===== src/rtl/config_loader.sv =====
// Serial config loader: shifts in an address+data frame and strobes one cell's load for a cycle.
// Optional trailing parity bit is enabled by defining CONFIG_LOADER_PARITY_EN.
module config_loader #(
  parameter int NCELLS = 16,
  parameter int ADDR_W = 4
) (
  input  logic              clk,
  input  logic              rstn,
  input  logic              sen,
  input  logic              bit_en,
  input  logic              sdi,
  input  logic              err_clr,
  output logic [7:0]        dout,
  output logic [NCELLS-1:0] load,
  output logic              busy,
  output logic [2:0]        err,
  output logic [7:0]        frame_cnt
);

`ifdef CONFIG_LOADER_PARITY_EN
  localparam int PAR_W = 1;
`else
  localparam int PAR_W = 0;
`endif
  localparam int FB    = ADDR_W + 8 + PAR_W;
  localparam int CNT_W = $clog2(FB + 1);
  localparam logic [ADDR_W:0] NC_W = (ADDR_W+1)'(NCELLS);

  typedef enum logic [1:0] {IDLE, SHIFT, COMMIT, DRAIN} state_t;

  state_t            state, state_nxt;
  logic [CNT_W-1:0]  bit_cnt;
  logic [FB-2:0]     shreg;
  logic              armed;
  logic              sample;
  logic              start;
  logic              last_bit;
  logic              short_err;
  logic [FB-1:0]     frame;
  logic [ADDR_W-1:0] f_addr;
  logic [7:0]        f_data;
  logic              addr_bad;
  logic              par_bad;
  logic              frame_ok;

  assign sample    = sen & bit_en;
  // armed stays low after reset until sen is seen low, so a frame cut by reset cannot resume
  assign start     = (state == IDLE) && armed && sample;
  assign last_bit  = (state == SHIFT) && sample && (bit_cnt == CNT_W'(FB - 1));
  assign short_err = (state == SHIFT) && !sen;
  assign frame     = {shreg, sdi};
  assign f_addr    = frame[FB-1 -: ADDR_W];
  assign f_data    = frame[FB-1-ADDR_W -: 8];
  assign addr_bad  = {1'b0, f_addr} >= NC_W;
`ifdef CONFIG_LOADER_PARITY_EN
  assign par_bad   = ^frame;
`else
  assign par_bad   = 1'b0;
`endif
  assign frame_ok  = !addr_bad && !par_bad;

  always_ff @(posedge clk or negedge rstn) begin
    if (!rstn) begin
      state <= IDLE;
    end else begin
      state <= state_nxt;
    end
  end

  always_comb begin
    state_nxt = state;
    busy      = 1'b0;
    case (state)
      IDLE: begin
        if (start) state_nxt = SHIFT;
      end
      SHIFT: begin
        busy = 1'b1;
        if (last_bit)  state_nxt = COMMIT;
        else if (!sen) state_nxt = IDLE;
      end
      COMMIT: begin
        busy      = 1'b1;
        state_nxt = sen ? DRAIN : IDLE;
      end
      DRAIN: begin
        if (!sen) state_nxt = IDLE;
      end
      default: state_nxt = IDLE;
    endcase
  end

  always_ff @(posedge clk or negedge rstn) begin
    if (!rstn) begin
      armed     <= 1'b0;
      bit_cnt   <= '0;
      shreg     <= '0;
      dout      <= '0;
      load      <= '0;
      err       <= '0;
      frame_cnt <= '0;
    end else begin
      armed <= armed | ~sen;

      if (start || ((state == SHIFT) && sample)) begin
        shreg <= {shreg[FB-3:0], sdi};
      end

      if (start) begin
        bit_cnt <= CNT_W'(1);
      end else if (last_bit || short_err) begin
        bit_cnt <= '0;
      end else if ((state == SHIFT) && sample) begin
        bit_cnt <= bit_cnt + CNT_W'(1);
      end

      // load is registered so it is high exactly for the COMMIT cycle
      if (last_bit && frame_ok) begin
        load      <= NCELLS'(1) << f_addr;
        dout      <= f_data;
        frame_cnt <= frame_cnt + 8'd1;
      end else begin
        load <= '0;
      end

      // a new error wins over a simultaneous clear
      err <= (err_clr ? 3'b000 : err) |
             {last_bit & par_bad, last_bit & addr_bad, short_err};
    end
  end

endmodule


===== config.mk =====
export PLATFORM = sky130hd
export DESIGN_NAME = config_loader
export DESIGN_NICKNAME = d
export VERILOG_FILES = /design/src/rtl/config_loader.sv
export SDC_FILE = /design/constraint.sdc
export NUM_CORES = 1
export LEC_CHECK = 0
export BUFFER_PORTS_ARGS = -buffer_cell sky130_fd_sc_hd__buf_4
export CAP_MARGIN = 20
export CORE_MARGIN = 3
export CORE_UTILIZATION = 50
export DETAILED_ROUTE_END_ITERATION = 10
export PLACE_DENSITY = 0.84
export SYNTH_ARGS = -nofsm -noshare
export SYNTH_HDL_FRONTEND = slang
export SYNTH_SLANG_ARGS = --single-unit

===== constraint.sdc =====
create_clock -name clk -period 1.9 [get_ports clk]
set_input_delay 0.095 -clock clk [delete_from_list [all_inputs] [get_ports clk]]
set_output_delay 0.095 -clock clk [all_outputs]
set_load 0.02 [all_outputs]

==> results.md <==
- Critical Path AT: approximately 1.9 ns
- Synth Register Bits: 51
- CP Max Fanout: 10
- Syn Area/Cell: ~13 µm²
- FMAX: roughly 0.57 GHz
- Clock sink total: 51
- Ports: between 40 and 50
- Status: completed
- Critical path destination: dout[2]
- Clock Path Buffers: 2
- Area contributors post-synth: dfrtp_1 59%, mux2_2 10%, ha_1 4.0%
- Routing usage on met1: 22.6%
- Crit path required time: about 2.1 ns
- Pwr Density: 1020 nW/µm²
- Placed insts: around 260
- Post-CTS setup buffer count: 0
- Synthesis warning total: 0
- Commonest non-fill, non-tap cells in the layout: 51 x dfrtp_1, 41 x buf_4, 20 x mux2_2
- Clk_lat worst skew: 0.30 ns
- Kind of critical path: flop to flop
- RSZ-0062 raised after global routing: false
- Synth Instances: 174
- Routed vias/inst: 5.33
- Slowest library cell on the worst path: dfrtp_1
- Share of the synthesized area in the top cell type: between 50% and 60%
- Routed WL: 3800 µm
- Worst setup EP type: flop
- Die area: 5180 µm²
- Headroom to the max-slew limit: about 59%
- Layout cells sized above 1: about 34%
- Area of the mapped netlist: 2180 µm²
- Initial antenna violation count: 0
- Peak supply drop: 670 µV
- Final hold vios: 0
- # rows: 23
- Async SR Flop Fraction: 100%
- Initial DRC Count: ~60
- Most used routing layer: met2
- Most common cell after layout, fill and taps aside: dfrtp_1
- Maximum capacitance violations: 0
- Final period utilization: approximately 90%
- Setup Total Neg Slack: 0 ns
- Fillcell total: between 300 and 400
- Worst stage delay on the critical path: around 0.43 ns
- Via count: 1417
- Max-slew violations: 0
- TritonCTS clock tree: yes
- Reg2reg end: dout[2]
- Worst setup path startpoint: bit_cnt[0]
- Reg2reg path depth: 4
- Largest net degree at the start of global routing: 52
- Area of the core: roughly 4100 µm²
- Hold path depth: 2
- DRT Pass-1 Iters: 4
- Final nets: 229
- WL/cell: between 10 and 15 µm
- DRC: 0
- Die Ht: a little over 70 µm
- R2R Setup Slk: roughly 0.15 ns
- CP cell instances: ha_1 > nand3b_1 > nor2_4 > mux2_2
- Total grt overflow: 0
- GR Util met2: around a quarter
- Post-synth EDFFs: 0
- Tightest Pin Transition: approximately 0.6 ns
- Die Width: 72.0 µm
- M3 GR Usage: 5.96%
- Initial cell density of the core: about 53%
- Worst Path Buf+Inv: 0
- Vias in the first global route: around 1300
- Min-delay worst type: primary input to flop
- Leak: ~1.3 nW
- Overall global routing resource usage: between 10% and 20%
- Area delta synth->final: 20.6%
- Ys flop type: dfrtp_1
- Yosys top cell by area: dfrtp_1
- Root buffer cell: clkbuf_8
- Number of library cell types mapped by synthesis: 44
- HPWL Detailed: 2630 µm
- Number of port buffers: 39
- Antenna Cells: 0
- CP top delay family: simple AND/OR/NAND/NOR gates
- Final setup viols: 0
- Worst R2R Start: bit_cnt[0]
- Worst Skew: between 0.005 and 0.006 ns
- CP startpoint kind: flop
- Number of buffers created by CTS: 5
- Post-layout min period: ~1.7 ns
- Non-Filler Instances: about 270
- Detail Route Antenna Nets: 0
- Stages on the worst setup path: 4
- Gpl congestion: approximately 0.76
- Post-synthesis sequential area ratio: between 50% and 60%
- CTS H-tree depth: 2
- First-pass GRT wire length: 6470 µm
- Reg clk slew, reported paths: approximately 0.090 ns
registers in the layout, indices dropped and copies added (netlist names):
signal     cells
state          2
dout           8
load          16
err            1
shreg         11
frame_cnt      8
armed          1
bit_cnt        4
report_power, final:
group	internal, mW	leakage, nW	switching (mW)	total (mW)
Clock	0.386	0.0513	0.330	0.716
Sequential	1.24	0.683	0.157	1.39
Combinational	0.293	0.556	0.288	0.582
Total	1.92	1.29	0.775	2.69
synthesized netlist by cell type (2+ instances only):
master,number
ha_1,7
o21ai_0,4
mux2_2,20
buf_4,4
buf_2,2
nand2b_1,3
nor3_1,5
inv_1,4
buf_1,2
nand2_1,7
nand4_1,6
nand3_1,6
nor2_1,14
a21oi_1,3
xnor2_1,4
nand4b_1,2
xor2_1,4
dfrtp_1,51
layout make-up:
type	count	area (µm²)	area share, %
clock inverters	1	30.0	1.14
well taps	50	62.6	2.38
multi-input cells	111	842	32.1
flip-flops and latches	51	1280	48.6
inverters	4	15.0	0.572
clock buffers	6	72.6	2.76
repair buffers	43	328	12.5
kinds of logic after synthesis:
group / share of synthesized area, %
compound gates: 5.46
xor+xnor: 3.22
fa+ha+maj: 4.02
buf+inv: 3.04
flops: 58.6
mux: 10.3
other cells: 0.172
simple gates: 15.2
metal layers:
layer / up-vias / share of wire, %
li1: 689 / -
met1: 686 / 46
met2: 40 / 47
met3: 2 / 6.0
met4: 0 / 0.50
met5: - / 0
through the flow:
step / total power [mW] / setup WS [ns] / utilization (%) / instance area (µm²) / hold slack [ns]
after floorplan: 1.83 / 0.245 / - / 2180 / -0.201
after global placement: 1.97 / 0.161 / 60.8 / 2500 / 0.148
after detailed placement: 1.99 / 0.108 / 60.8 / 2500 / 0.152
after CTS: 2.71 / 0.100 / 63.8 / 2620 / 0.0303
after global routing: 2.87 / 0.0298 / 63.8 / 2630 / 0.0288
final: 2.69 / 0.151 / 63.8 / 2630 / 0.0343
what timing repair did:
| item | CTS | global route |
|---|---|---|
| gates resized for setup | 0 | 1 |
| hold buffers | 2 | 0 |
| hold endpoints to repair | 52 | 0 |
| setup endpoints to repair | 0 | 10 |
worst min-delay path by stage:
| stage | from | end | slack, ns |
|---|---|---|---|
| after global routing | sdi | shreg[0] | 0.03 |
| after global placement | rstn | load[6] | 0.15 |
| after detailed placement | rstn | load[6] | 0.15 |
| final | sdi | dout[0] | 0.03 |
| after floorplan | rstn | armed | -0.20 |
| after CTS | sdi | dout[0] | 0.03 |
Note: power is estimated with default switching activity, not from simulation.
